===== src/rtl/snake_pkg.sv =====
// rtl/snake_pkg.sv - shared direction codes, FSM states and heading helpers for the snake head
package snake_pkg;

   localparam logic [2:0] DIR_LEFT  = 3'd0;
   localparam logic [2:0] DIR_RIGHT = 3'd1;
   localparam logic [2:0] DIR_UP    = 3'd2;
   localparam logic [2:0] DIR_DOWN  = 3'd3;

   typedef enum logic [1:0] {
      ST_IDLE = 2'd0,
      ST_RUN  = 2'd1,
      ST_DEAD = 2'd2
   } snake_state_t;

   function automatic logic is_reverse(input logic [2:0] a, input logic [2:0] b);
      return (a == DIR_LEFT  && b == DIR_RIGHT) ||
             (a == DIR_RIGHT && b == DIR_LEFT)  ||
             (a == DIR_UP    && b == DIR_DOWN)  ||
             (a == DIR_DOWN  && b == DIR_UP);
   endfunction

endpackage


===== src/rtl/snake_step_tick.sv =====
// rtl/snake_step_tick.sv - step-period counter with enable/clear; tick marks the last count
module snake_step_tick #(
   parameter int STEP_DIV = 5_000_000
) (
   input  logic sys_clk,
   input  logic sys_rst,
   input  logic en,
   input  logic clr,
   output logic tick
);

   localparam int CNT_W = (STEP_DIV > 2) ? $clog2(STEP_DIV) : 1;
   localparam logic [CNT_W-1:0] CNT_MAX = CNT_W'(STEP_DIV - 1);

   logic [CNT_W-1:0] cnt;

   // tick is not gated by en so the caller can qualify it without a comb loop
   assign tick = (cnt == CNT_MAX);

   always_ff @(posedge sys_clk) begin
      if (sys_rst || clr) begin
         cnt <= '0;
      end else if (en) begin
         cnt <= tick ? '0 : cnt + CNT_W'(1);
      end
   end

endmodule


===== src/rtl/snake_head_ctrl.sv =====
// rtl/snake_head_ctrl.sv - snake head stepper with wall collision; SNAKE_PAUSE_EN adds a pause input
module snake_head_ctrl
   import snake_pkg::*;
#(
   parameter int GRID_W   = 32,
   parameter int GRID_H   = 24,
   parameter int X_W      = 6,
   parameter int Y_W      = 5,
   parameter int STEP_DIV = 5_000_000,
   parameter int START_X  = 16,
   parameter int START_Y  = 12
) (
   input  logic           sys_clk,
   input  logic           sys_rst,
   input  logic [2:0]     direction,
   input  logic           start,
`ifdef SNAKE_PAUSE_EN
   input  logic           pause,
`endif
   output logic [X_W-1:0] head_x,
   output logic [Y_W-1:0] head_y,
   output logic [2:0]     dsign,
   output logic           step_pulse,
   output logic           pengzhuang,
   output logic           game_over
);

   localparam logic [X_W-1:0] X_MAX   = X_W'(GRID_W - 1);
   localparam logic [Y_W-1:0] Y_MAX   = Y_W'(GRID_H - 1);
   localparam logic [X_W-1:0] X_START = X_W'(START_X);
   localparam logic [Y_W-1:0] Y_START = Y_W'(START_Y);

   snake_state_t   state_q, state_d;
   logic [X_W-1:0] head_x_d;
   logic [Y_W-1:0] head_y_d;
   logic [2:0]     dsign_d;
   logic [2:0]     heading;
   logic           step_d, peng_d, hit;
   logic           cnt_en, cnt_clr, tick, pause_active;

`ifdef SNAKE_PAUSE_EN
   assign pause_active = pause;
`else
   assign pause_active = 1'b0;
`endif

   snake_step_tick #(.STEP_DIV(STEP_DIV)) u_step_tick (
      .sys_clk (sys_clk),
      .sys_rst (sys_rst),
      .en      (cnt_en),
      .clr     (cnt_clr),
      .tick    (tick)
   );

   always_comb begin
      state_d  = state_q;
      head_x_d = head_x;
      head_y_d = head_y;
      dsign_d  = dsign;
      step_d   = 1'b0;
      peng_d   = 1'b0;
      cnt_en   = 1'b0;
      cnt_clr  = 1'b0;
      // invalid or reversing requests fall back to the committed heading
      heading  = (!direction[2] && !is_reverse(direction, dsign)) ? direction : dsign;
      hit      = (heading == DIR_LEFT  && head_x == '0)   ||
                 (heading == DIR_RIGHT && head_x == X_MAX) ||
                 (heading == DIR_UP    && head_y == '0)   ||
                 (heading == DIR_DOWN  && head_y == Y_MAX);
      case (state_q)
         ST_IDLE: begin
            if (start) begin
               state_d = ST_RUN;
               cnt_clr = 1'b1;
            end
         end
         ST_RUN: begin
            cnt_en = !pause_active;
            if (cnt_en && tick) begin
               if (hit) begin
                  peng_d  = 1'b1;
                  state_d = ST_DEAD;
               end else begin
                  step_d  = 1'b1;
                  dsign_d = heading;
                  case (heading)
                     DIR_LEFT:  head_x_d = head_x - X_W'(1);
                     DIR_RIGHT: head_x_d = head_x + X_W'(1);
                     DIR_UP:    head_y_d = head_y - Y_W'(1);
                     default:   head_y_d = head_y + Y_W'(1);
                  endcase
               end
            end
         end
         ST_DEAD: begin
            if (start) begin
               state_d  = ST_RUN;
               cnt_clr  = 1'b1;
               head_x_d = X_START;
               head_y_d = Y_START;
               dsign_d  = DIR_LEFT;
            end
         end
         default: state_d = ST_IDLE;
      endcase
   end

   always_ff @(posedge sys_clk) begin
      if (sys_rst) begin
         state_q    <= ST_IDLE;
         head_x     <= X_START;
         head_y     <= Y_START;
         dsign      <= DIR_LEFT;
         step_pulse <= 1'b0;
         pengzhuang <= 1'b0;
      end else begin
         state_q    <= state_d;
         head_x     <= head_x_d;
         head_y     <= head_y_d;
         dsign      <= dsign_d;
         step_pulse <= step_d;
         pengzhuang <= peng_d;
      end
   end

   assign game_over = (state_q == ST_DEAD);

endmodule


===== config.mk =====
export PLATFORM = sky130hd
export DESIGN_NAME = snake_head_ctrl
export DESIGN_NICKNAME = d
export VERILOG_FILES = /design/src/rtl/snake_pkg.sv /design/src/rtl/snake_step_tick.sv /design/src/rtl/snake_head_ctrl.sv
export SDC_FILE = /design/constraint.sdc
export NUM_CORES = 1
export LEC_CHECK = 0
export CAP_MARGIN = 20
export CORE_ASPECT_RATIO = 1.5
export CORE_MARGIN = 5
export CORE_UTILIZATION = 50
export CTS_BUF_LIST = sky130_fd_sc_hd__clkbuf_4 sky130_fd_sc_hd__clkbuf_8
export DETAILED_ROUTE_END_ITERATION = 6
export PLACE_DENSITY = 0.83
export SYNTH_ARGS = -nofsm -noshare
export SYNTH_HDL_FRONTEND = slang
export SYNTH_SLANG_ARGS = --single-unit

===== constraint.sdc =====
create_clock -name sys_clk -period 3.5 [get_ports sys_clk]
set_input_delay 1.05 -clock sys_clk [delete_from_list [all_inputs] [get_ports sys_clk]]
set_output_delay 1.05 -clock sys_clk [all_outputs]
set_load 0.02 [all_outputs]

* Word level (Yosys, flattened, before mapping) *
Cells that the tools add are included.

word-level totals
  bits of input ports = 6
  bits in registers = 41
  output and inout bits = 17
  word-level logic and storage cells = 92

operators by class
  reductions and logical operators = 32
  eq/ne operators = 21
  muxes and demuxes = 25
  $add $sub $neg = 5
  bitwise gates (word level) = 2

operator list
  cell                     number
  $pmux W6 S2              2
  $add A23 B1 Y23 const B  1
  $eq A23 B23 Y1 const B   1
  $mux W23                 1
  $pmux W5 S2              2
  $eq A3 B2 Y1 const B     6
  $mux W6                  3
  $mux W5                  3
  $mux W3                  4
  $reduce_and A5 Y1        2
  $eq A3 B1 Y1 const B     3
  $logic_and A1 B1 Y1      9
  $logic_not A3 Y1         3
  $ne A2 B2 Y1 const B     4
  $logic_or A1 B1 Y1       7
  $add A6 B1 Y6 const B    1
  $eq A6 B5 Y1 const B     1
  $logic_not A6 Y1         1
  $mux W2                  3
  $pmux W3 S2              1
  $sub A6 B1 Y6 const B    1
  $add A5 B1 Y5 const B    1
  $eq A5 B5 Y1 const B     1
  $logic_not A5 Y1         1
  15 further kinds         23

* Logic depth before layout (Yosys ltp) *
Gate-level depths: netlist of run 1.

  depth after elaboration = 16
  depth in mapped cells = 12
  depth with buffers taken out = 12

* Hierarchy *
A second synthesis of run 1 with hierarchy kept.

second synthesis, totals
  cell total of the unflattened synthesis = 302
  area total of the unflattened synthesis = 2516.2 µm²

by module, submodules not included
  module           sequential area each (µm²)  instances  area each (µm²)  cells each
  snake_head_ctrl  360.3                       1          1286.2           153
  snake_step_tick  460.4                       1          1229.9           149

* Least setup slack after synthesis of run 1 *
Ideal clock, no wire load.

  kind = input port to flip-flop
  start point = input direction[2]
  end point = register head_x[5]
  required time = 3.373 ns
  library setup time = 0.127 ns
  arrival = 3.459 ns
  stages = 12
  path buffers = 1
  setup slack = -0.086 ns
  path through = buf_2 nor4b_1 or2_2 inv_1 ha_1 a21o_1 a21oi_1 o21bai_1 a21oi_1 xnor2_1 o211a_1 or3_1

between the ends
  word-level cells in the longest chain between the ends = 15
  elaborated cells on any way between the ends = 33
  classes of those cells = eq/ne (8); mux (5); reduce/logical (20)

ends and longest elaborated chain
  element                                                  line                                                                 RTL
  start: declaration                                       snake_head_ctrl.sv:15                                                input logic [2:0] direction,
  $eq A3 B1 Y1 / $logic_not A3 Y1 (equally long branches)  snake_pkg.sv:17, snake_pkg.sv:16
  $logic_and A1 B1 Y1, on equally long branches            snake_pkg.sv:17, snake_pkg.sv:16
  $logic_or A1 B1 Y1                                       snake_pkg.sv:16                                                      return (a == DIR_LEFT && b == DIR_RIGHT) ||
  $logic_or A1 B1 Y1                                       snake_pkg.sv:17                                                      (a == DIR_RIGHT && b == DIR_LEFT) ||
  $logic_or A1 B1 Y1                                       snake_pkg.sv:18                                                      (a == DIR_UP && b == DIR_DOWN) ||
  $logic_not A1 Y1                                         snake_head_ctrl.sv:65                                                heading = (!direction[2] && !is_reverse(direction, dsign)) ? direction : dsign;
  $logic_and A1 B1 Y1                                      snake_head_ctrl.sv:65
  $mux W3 *                                                snake_head_ctrl.sv:65
  $eq A3 B1 Y1 / $logic_not A3 Y1 (equally long branches)  snake_head_ctrl.sv:67, snake_head_ctrl.sv:86, snake_head_ctrl.sv:66
  $logic_and A1 B1 Y1, on equally long branches            snake_head_ctrl.sv:67, snake_head_ctrl.sv:66
  $logic_or A1 B1 Y1                                       snake_head_ctrl.sv:66                                                hit = (heading == DIR_LEFT && head_x == '0) ||
  $logic_or A1 B1 Y1                                       snake_head_ctrl.sv:67                                                (heading == DIR_RIGHT && head_x == X_MAX) ||
  $logic_or A1 B1 Y1                                       snake_head_ctrl.sv:68                                                (heading == DIR_UP && head_y == '0) ||
  $ne A2 B2 Y1 (no line)                                   --
  $reduce_and A5 Y1 (no line)                              --
  end signal: assignment                                   snake_head_ctrl.sv:111                                               head_x <= X_START;
  end signal: assignment                                   snake_head_ctrl.sv:118                                               head_x <= head_x_d;
  end: declaration                                         snake_head_ctrl.sv:20                                                output logic [X_W-1:0] head_x,

Every way passes the cells marked *; elsewhere a longest branch is shown, timed or not. The select of a mux whose other input is x is not followed.
A chain may end at the register's enable or synchronous reset.

* Final worst setup path of run 1 *
  start point = input direction[0]
  end point = register head_x[5]

Same word-level chain as after synthesis.

==> results of run 1 <==
==> power breakdown <==
part,internal (W),switching [W],total (W)
Clock,0.000146,0.000165,0.000311
Sequential,0.000468,0.00000229,0.000470
Combinational,0.0000293,0.0000322,0.0000615
Total,0.000643,0.000199,0.000843
==> cell usage in the layout (no fill, tap or decap), types with 6 or more instances in the layout <==
cell type | netlist | layout
nand3_1 | 14 | 14
o21ai_0 | 7 | 7
inv_1 | 13 | 13
a21oi_1 | 15 | 13
nor4_1 | 6 | 6
ha_1 | 8 | 8
nand4_1 | 11 | 11
nand2_1 | 19 | 19
nor3_1 | 7 | 7
xnor2_1 | 14 | 14
nor2_1 | 33 | 33
and3_1 | 9 | 9
clkdlybuf4s50_1 | 0 | 20
xor2_1 | 15 | 15
dfxtp_1 | 41 | 41
buf_4 | 0 | 28
==> worst max-delay path, delay by kind of cell <==
| family | cells | cell delay, ns |
|---|---|---|
| XOR/XNOR | 1 | 0.09 |
| buffers and inverters | 2 | 0.56 |
| AND/OR/NAND/NOR | 3 | 0.69 |
| AO/OA/AOI/OAI | 5 | 0.78 |
| adder cells (fa/ha/maj) | 1 | 0.27 |
==> how the worst max path moves through the flow <==
stage | slack [ns] | cells past startpoint | end | startpoint
after floorplan | 0.08 | 12 | head_x[5]$_SDFFE_PP0P_ | direction[2]
after global placement | -0.20 | 13 | head_x[5]$_SDFFE_PP0P_ | direction[2]
after detailed placement | -0.26 | 13 | head_x[5]$_SDFFE_PP0P_ | direction[2]
after CTS | 0.03 | 13 | head_x[5]$_SDFFE_PP0P_ | direction[1]
after global routing | 0.05 | 12 | head_x[5]$_SDFFE_PP0P_ | direction[0]
final | 0.24 | 12 | head_x[5]$_SDFFE_PP0P_ | direction[0]
==> layer usage <==
layer  vias up  part of all wire (%)  track usage [%]
li1       1105                     -                -
met1      1017                    41            21.33
met2        29                    55            36.95
met3         8                   2.7            2.619
met4         0                   1.5            7.627
met5         -                     0                0
==> per-stage QoR <==
step	total power [W]	area (µm²)	utilization (%)	setup WS [ns]	TNS (ns)
after CTS	0.0008451	2953	64.48	0.03164	0
after global placement	0.0005397	2867	62.60	-0.2037	-0.3168
after detailed placement	0.0005410	2867	62.60	-0.2628	-0.4724
after floorplan	0.0005142	2395	-	0.08099	0
final	0.0008426	2982	65.11	0.2433	0
after global routing	0.0008730	2982	65.11	0.04913	0
==> sequential cells by signal (all words and copies together) (netlist names) <==
register and flops:
u_step_tick.cnt 23, head_x 6, head_y 5, dsign 3
state_q 2, pengzhuang 1, step_pulse 1
==> final cells by class <==
| class | count | area [µm²] | area share [%] |
|---|---|---|---|
| clock buffers | 6 | 76.32 | 2.560 |
| well taps | 64 | 80.08 | 2.686 |
| multi-input cells | 222 | 1506 | 50.52 |
| repair buffers | 50 | 435.4 | 14.60 |
| clock inverters | 2 | 10.01 | 0.3357 |
| inverters | 14 | 52.55 | 1.762 |
| flip-flops and latches | 41 | 820.8 | 27.53 |
==> cells by family (layout without fill, tap and decap cells) <==
group	count (synthesis)	count (layout)
DFF	41	41
and+or+nand+nor	135	135
muxes	2	2
adders and majority gates	10	10
xor gates and xnor gates	30	30
buffers and inverters	22	72
AOI/OAI and AO/OA	45	45
==> what timing repair did <==
action                                  4_1_cts  5_1_grt
endpoints found under the setup margin        0        2
buffers inserted                              0        0
hold buffers                                  0        0
resized for setup                             0        6
==> run_results.csv, run 1 <==
group,metric,value,unit
setup_path,crit_slowest_cell,"clkdlybuf4s50_1",
timing,period_needed,3.257,ns
synth,synth_area_leaders,"dfxtp_1 (34%), xor2_1 (5.5%), nor2_1 (5.2%)",
grt,grt_pass1_vias,2130,
clocking,htree_levels,2,
clocking,clock_latency,0.30,ns
grt,grt_overflow,0,
placement,hpwl,4358,µm
die,core,4579,µm²
final_layout,fill_cells,404,
clocking,cts_made_buffers,5,
detailed_routing,vias,2159,
detailed_routing,wl_per_cell,13.90,µm
pwr,max-vdd-ir-drop,0.2506,mV
timing,whs,0.5111,ns
synth,synthMostInstantiatedCell,"dfxtp_1",
worst_hold_path,whs_endpoint,"head_y[2]$_SDFFE_PP1P_",
synth,avgSynthCellArea,8.381,µm²
placement,place_inst,391,
synth,synth-seq-area-share,34.36,%
synth,synth_fp_nets,301,
setup_path,cp.arrival,3.44,ns
detailed_routing,drt_first_iter_violations,111,
synth,yosysWarnings,0,
die,num_rows,30,
setup_path,r2r_slack,0.75,ns
synth,syn_inst,285,
synth,synth_top_area_share,34.36,%
flow_run,max_cap_viol_count,0,
timing,drv_slew,0,
synth,synth.ff_latch_count,41,
setup_path,reg2regPathDepth,12,
clocking,cts-root-buf,"clkbuf_8",
die,die-area,6288,µm²
setup_path,end_kind,"register",
timing,grt_setup_unrepaired,"no",
synth,synth_compound_area_share,13.20,%
setup_path,path_max_fanout,3,
timing,finalSetupViolCount,0,
worst_hold_path,hold_class,"register to register",
die,pin_count,23,
synth,synth_fa_ha_area_share,5.867,%
placement,routabilityCongestion,0.8867,
clocking,clock_sinks,41,
synth,synthMuxAreaShare,0.8381,%
setup_path,crit_top_cell,"a21oi_2",
synth,synth_area,2389,µm²
detailed_routing,drc,0,
timing,tightest_slew,0.7050,ns
synth,synth-xor-area-share,11.31,%
setup_path,path_class,"input port to register",
timing,min_period_over_period,93.05,%
synth,ys_top_cells_by_count,"dfxtp_1 (41), nor2_1 (33), nand2_1 (19), a21oi_1 (15), xor2_1 (15)",
synth,synthArstFlopShare,0,%
grt,grt_util_all_layers,19.54,%
final_layout,drive_above_1_share,14.63,%
final_layout,fin_cells,399,
synth,synth_edf_count,0,
placement,io_buffers,22,
run_status,status,"completed",
die,dieWidth,66.44,µm
worst_hold_path,worstHoldStart,"head_y[2]$_SDFFE_PP1P_",
synth,synthFlopType,"dfxtp_1",
detailed_routing,routed_wirelength,5547,µm
die,die_y,94.65,µm
detailed_routing,ant_nets,0,
timing,finalHoldViolCount,0,
worst_hold_path,hold_depth,2,
setup_path,worstReg2RegStart,"dsign[1]$_SDFFE_PP0P_",
setup_path,timing.rr.end,"head_x[5]$_SDFFE_PP0P_",
pwr,power_density,282.6,nW/µm²
final_layout,diodes,0,
detailed_routing,dr.pass1.iters,4,
setup_path,critPathLaunchType,"input port",
final_layout,layout.nets,350,
grt,grt_antenna_before_repair,0,
die,initial_core_util,52.16,%
clocking,cts_buffer_depth,2,
detailed_routing,vias_per_cell,5.411,
grt,grt_max_degree,23,
final_layout,area_growth,24.83,%
pwr,cellLeakagePower,1.210,nW
setup_path,slowest_delay,0.51,ns
clocking,cts_tree,"yes",
setup_path,crit_chain,"clkdlybuf4s50_1 > nor4b_4 > or2_2 > inv_1 > ha_1 > a21o_1 > a21oi_2 > o21bai_1 > a21oi_2 > xnor2_1 > o211a_1 > or3_1",
timing,slew_headroom,52.89,%
clocking,clk_pin_slew,0.08,ns
synth,yosys.area.top_type,"dfxtp_1",
synth,yosys.area_share.simple,30.59,%
synth,synthDistinctLibCells,58,
timing,fin_skew,0.007620,ns
timing,max_freq,0.3071,GHz
synth,synth_top_family_by_area,"simple AND/OR/NAND/NOR gates",
grt,grt_pass1_wl,9542,µm
setup_path,cp.required,3.69,ns
No activity file was read; power rests on OpenSTA's default activity.
==> run 2, diff against run 1 <==
Settings changed: CORE_UTILIZATION 50 to 25, PLACE_DENSITY 0.83 to 0.52, REMOVE_ABC_BUFFERS set to 1.
==> run 2 against run 1 <==
  * Final cell count grew 12%
  * Die area rose by 85%
  * Sequential share of layout area is 0.44 points lower
  * Setup slack got worse by 0.058 ns
==> run_results.csv, run 2 (synthesis results as in run 1) <==
group,metric,value,unit
run_status,status,"completed",
grt,grt_pass1_vias,2222,
clocking,clk_pin_slew,0.08,ns
timing,max_freq,0.3017,GHz
grt,grt_util_all_layers,10.54,%
clocking,cts_tree,"yes",
detailed_routing,drt_first_iter_violations,83,
die,die_y,129.7,µm
final_layout,design_area,3030,µm²
clocking,cts_buffer_depth,2,
clocking,cts-root-buf,"clkbuf_8",
pwr,p_clk_share,36.9,%
clocking,cts_setup_buffers,0,
final_layout,reg_top3,"u_step_tick.cnt (23), head_x (6), head_y (5)",
clocking,cts_hold_buffers,0,
setup_path,path_class,"input port to register",
detailed_routing,wl_per_cell,13.31,µm
timing,drv_slew,0,
setup_path,cp.arrival,3.50,ns
setup_path,critPathLaunchType,"input port",
die,dieWidth,89.81,µm
final_layout,layout_common_cells,"dfxtp_1 (41), nor2_1 (33), buf_4 (29)",
final_layout,fill_cells,988,
pwr,p_total,0.0008394,W
final_layout,area_growth,26.87,%
placement,io_buffers,22,
die,initial_core_util,25.66,%
pwr,max-vdd-ir-drop,0.1237,mV
flow_run,max_cap_viol_count,0,
grt,grt_overflow,0,
clocking,clock_sinks,41,
timing,period_needed,3.314,ns
final_layout,layout_commonest_cell,"dfxtp_1",
pwr,switching_share,23.46,%
pwr,p_seq_share,56.0,%
placement,routabilityCongestion,0.8840,
pwr,internal_power,0.0006425,W
grt,grt_pass1_wl,10190,µm
timing,finalHoldViolCount,0,
placement,placed_cell_area,2928,µm²
worst_hold_path,hold_class,"register to register",
die,pin_count,23,
timing,finalSetupViolCount,0,
pwr,combPwrFrac,7.1,%
setup_path,cp.required,3.69,ns
clocking,cts_made_buffers,5,
timing,tightest_slew,0.5808,ns
placement,hpwl,4603,µm
timing,slew_headroom,61.16,%
detailed_routing,ant_nets,0,
final_layout,drive_above_1_share,14.29,%
die,num_rows,43,
clocking,htree_levels,2,
final_layout,diodes,0,
detailed_routing,routed_wirelength,5962,µm
setup_path,end_kind,"register",
setup_path,path_max_fanout,2,
die,core,9308,µm²
timing,grt_setup_unrepaired,"no",
die,die-area,11650,µm²
final_layout,regMostFlops,"u_step_tick.cnt",
detailed_routing,dr.pass1.iters,4,
final_layout,largest_register_ffs,23,
timing,fin_skew,0.007841,ns
final_layout,layout.nets,351,
detailed_routing,drc,0,
pwr,p_sw,0.0001969,W
grt,grt_max_degree,23,
clocking,clock_latency,0.30,ns
grt,grt_antenna_before_repair,0,
detailed_routing,vias,2157,
timing,min_period_over_period,94.69,%
pwr,cellLeakagePower,1.210,nW
detailed_routing,vias_per_cell,4.815,
pwr,power_density,277.0,nW/µm²
## run 2: power groups by stage
stage	Combinational (W)	Clock [W]	Sequential (W)
floorplan	0.0000279	0	0.000481
global placement	0.0000587	0	0.000481
detailed placement	0.0000597	0	0.000481
CTS	0.0000598	0.000328	0.000470
global route	0.0000665	0.000347	0.000470
finish	0.0000597	0.000310	0.000470
## run 2: layout make-up
type,count,area (µm²),area share [%]
clock buffer,6,76.32,2.519
multi-input combinational,222,1488,49.09
sequential,41,820.8,27.09
tap,112,140.1,4.624
timing repair buffer,51,442.9,14.62
clock inverter,2,10.01,0.3303
inverter,14,52.55,1.734
## run 2: what timing repair did
action,CTS,global route
gates resized for setup,0,4
endpoints found under the hold margin,0,0
endpoints found under the setup margin,0,2
## run 2: path summary, 6_finish.rpt
path,from,endpoint,slack [ns],cells past startpoint
setup / recovery,direction[0],head_x[5]$_SDFFE_PP0P_,0.19,12
hold / removal,head_y[3]$_SDFFE_PP1P_,head_y[3]$_SDFFE_PP1P_,0.51,2
setup reg to reg,dsign[1]$_SDFFE_PP0P_,head_x[5]$_SDFFE_PP0P_,0.79,12
hold reg to reg,head_y[3]$_SDFFE_PP1P_,head_y[3]$_SDFFE_PP1P_,0.51,2
## run 2: layer usage
metal  wire [µm]  share of wire [%]  track usage (%)
met3         164                2.8            2.191
met5           0                  0                0
met4         215                3.6            5.605
met2        3129                 52            19.66
met1        2452                 41            11.04
## run 2: worst max-delay path, cell delays in order
cell	delay, ns
clkdlybuf4s50_1	0.47
nor4b_1	0.30
or2_2	0.18
inv_1	0.05
ha_1	0.26
a21o_1	0.19
a21oi_2	0.16
o21bai_1	0.08
a21oi_1	0.16
xnor2_1	0.10
o211a_1	0.20
or3_1	0.29
## run 2: through the flow
step                util, %  hold slack (ns)  setup WS (ns)  TNS (ns)  std cells
floorplan                 -           0.4672        0.07119         0        277
finish                32.56           0.5082         0.1858         0        448
detailed placement    31.46           0.4956        -0.3056   -0.6834        440
CTS                   32.38           0.5075        0.01957         0        448
global route          32.56           0.5239        0.07625         0        448
global placement      31.46           0.4858        -0.2168   -0.3972        440
==> run 3, diff against run 2 <==
Settings changed: DONT_BUFFER_PORTS set to 1, PLACE_DENSITY 0.52 to 0.49.
==> run 3 against run 2 <==
  * Non-clock buffer count down 46
  * Clock power up 31%
  * Register-to-register slack worse by 0.24 ns
  * Sequential power about the same
  * Count of clock-buffer cells in the layout unchanged
  * Sequential cell count unchanged
  * Critical endpoint unchanged
  * Largest cell class unchanged
  * Highest routed layer unchanged
==> run_results.csv, run 3 (synthesis results as in run 1) <==
group,metric,value,unit
die,dieWidth,89.81,µm
die,pin_count,23,
setup_path,worstReg2RegStart,"dsign[2]$_SDFFE_PP0P_",
clocking,cts_tree,"yes",
placement,hpwl,4447,µm
detailed_routing,routed_wirelength,5802,µm
clocking,cts_hold_buffers,0,
pwr,max-vdd-ir-drop,0.1700,mV
grt,grt_util_all_layers,10.36,%
die,initial_core_util,25.66,%
die,num_rows,43,
placement,placed_cell_area,2527,µm²
setup_path,path_class,"input port to register",
grt,busiest_layer,"met2",
detailed_routing,dr.pass1.iters,4,
setup_path,critPathLaunchType,"input port",
setup_path,path_max_fanout,12,
pwr,p_sw,0.0001960,W
setup_path,end_kind,"register",
timing,grt_setup_unrepaired,"no",
clocking,cts_resized,0,
timing,fin_skew,0.01101,ns
final_layout,fill_cells,994,
grt,grt_max_degree,23,
worst_hold_path,whs_endpoint,"u_step_tick.cnt[1]$_SDFFE_PP0P_",
timing,min_period_over_period,87.71,%
timing,finalHoldViolCount,0,
setup_path,r2r_slack,0.55,ns
final_layout,regMostFlops,"u_step_tick.cnt",
clocking,cts_setup_buffers,0,
placement,routabilityCongestion,0.7966,
pwr,cellLeakagePower,1.001,nW
final_layout,multiInputGateArea,1476,µm²
setup_path,reg2regPathDepth,13,
clocking,cts_buffer_depth,2,
grt,gr-usage-met2,19.96,%
pwr,p_clk_share,44.5,%
final_layout,area_growth,10.84,%
grt,grtUsageMet1,10.40,%
run_status,status,"completed",
final_layout,layout_common_cells,"dfxtp_1 (41), nor2_1 (33), nand2_1 (19)",
worst_hold_path,worstHoldStart,"u_step_tick.cnt[1]$_SDFFE_PP0P_",
clocking,cts-root-buf,"clkbuf_8",
setup_path,timing.rr.end,"head_x[5]$_SDFFE_PP0P_",
pwr,p_seq_share,51.6,%
timing,period_needed,3.070,ns
timing,tns,0,ns
grt,grt_pass1_wl,9867,µm
pwr,combPwrFrac,3.8,%
pwr,p_total,0.0009107,W
timing,drv_slew,0,
clocking,cts_made_buffers,5,
final_layout,reg_top3,"u_step_tick.cnt (23), head_x (6), head_y (5)",
final_layout,largest_register_ffs,23,
clocking,clk_pin_slew,0.08,ns
detailed_routing,vias_per_cell,4.913,
detailed_routing,wl_per_cell,14.43,µm
final_layout,regArea,820.8,µm²
timing,tightest_slew,0.7302,ns
grt,grt_pass1_vias,2038,
clocking,clock_sinks,41,
worst_hold_path,hold_class,"register to register",
grt,grt_overflow,0,
final_layout,drive_above_1_share,7.586,%
die,core,9308,µm²
detailed_routing,vias,1975,
timing,slew_headroom,51.20,%
placement,io_buffers,0,
final_layout,layout_commonest_cell,"dfxtp_1",
timing,max_freq,0.3257,GHz
pwr,switching_share,21.52,%
flow_run,max_cap_viol_count,0,
clocking,clock_latency,0.30,ns
setup_path,cp.required,3.69,ns
detailed_routing,drt_first_iter_violations,74,
grt,grt_antenna_before_repair,0,
timing,finalSetupViolCount,0,
die,die-area,11650,µm²
pwr,internal_power,0.0007147,W
clocking,htree_levels,2,
die,die_y,129.7,µm
final_layout,design_area,2648,µm²
final_layout,diodes,0,
setup_path,cp.arrival,3.26,ns
grt,gr-usage-met3,3.172,%
worst_hold_path,hold_depth,2,
detailed_routing,drc,0,
final_layout,layout.nets,305,
pwr,power_density,344.0,nW/µm²
detailed_routing,ant_nets,0,
run 3: how the worst max path moves through the flow:
stage	startpoint	end	slack, ns
final	direction[2]	head_x[5]$_SDFFE_PP0P_	0.43
after global routing	direction[2]	head_x[5]$_SDFFE_PP0P_	0.27
after CTS	direction[2]	head_x[5]$_SDFFE_PP0P_	0.44
after detailed placement	direction[2]	head_x[5]$_SDFFE_PP0P_	0.11
after global placement	direction[2]	head_x[5]$_SDFFE_PP0P_	0.13
after floorplan	direction[2]	head_x[5]$_SDFFE_PP0P_	0.07
run 3: worst max-delay path, cell delays in order:
cell and delay (ns):
nand2b_1 0.14, and3_1 0.21, or2_2 0.31, inv_1 0.08, ha_1 0.22, a21o_1 0.17, a21oi_1 0.21, o21bai_1 0.08
a21oi_1 0.18, xnor2_1 0.10, o211a_1 0.20, or3_1 0.30
run 3: per-layer routing:
metal,vias up,wire [µm],part of all wire (%)
met2,29,3142,54
met1,928,2295,40
met4,0,99,1.7
met3,8,265,4.6
met5,-,0,0
li1,1010,-,-
run 3: through the flow:
stage	std cells	util [%]	hold slack [ns]	setup slack [ns]
final	402	28.44	0.5202	0.4300
after global routing	402	28.44	0.5337	0.2732
after CTS	402	28.44	0.5185	0.4357
after detailed placement	394	27.15	0.5074	0.1072
after global placement	394	27.15	0.4935	0.1347
after floorplan	277	-	0.4672	0.07119
run 3: layout make-up:
cell class              count  area share, %
repair buffers              5          1.418
clock inverters             2          1.418
clock buffers               6          3.119
flip-flops and latches     41          31.00
well taps                 112          5.293
multi-input cells         222          55.77
inverters                  14          1.985
run 3: power groups by stage:
| stage | Combinational (W) | Clock, W | Sequential, W |
|---|---|---|---|
| 6_report | 0.0000349 | 0.000406 | 0.000470 |
| 5_1_grt | 0.0000398 | 0.000447 | 0.000471 |
| 4_1_cts | 0.0000361 | 0.000424 | 0.000470 |
| 3_5_place_dp | 0.0000360 | 0 | 0.000481 |
| 3_3_place_gp | 0.0000356 | 0 | 0.000481 |
| 2_1_floorplan | 0.0000279 | 0 | 0.000481 |
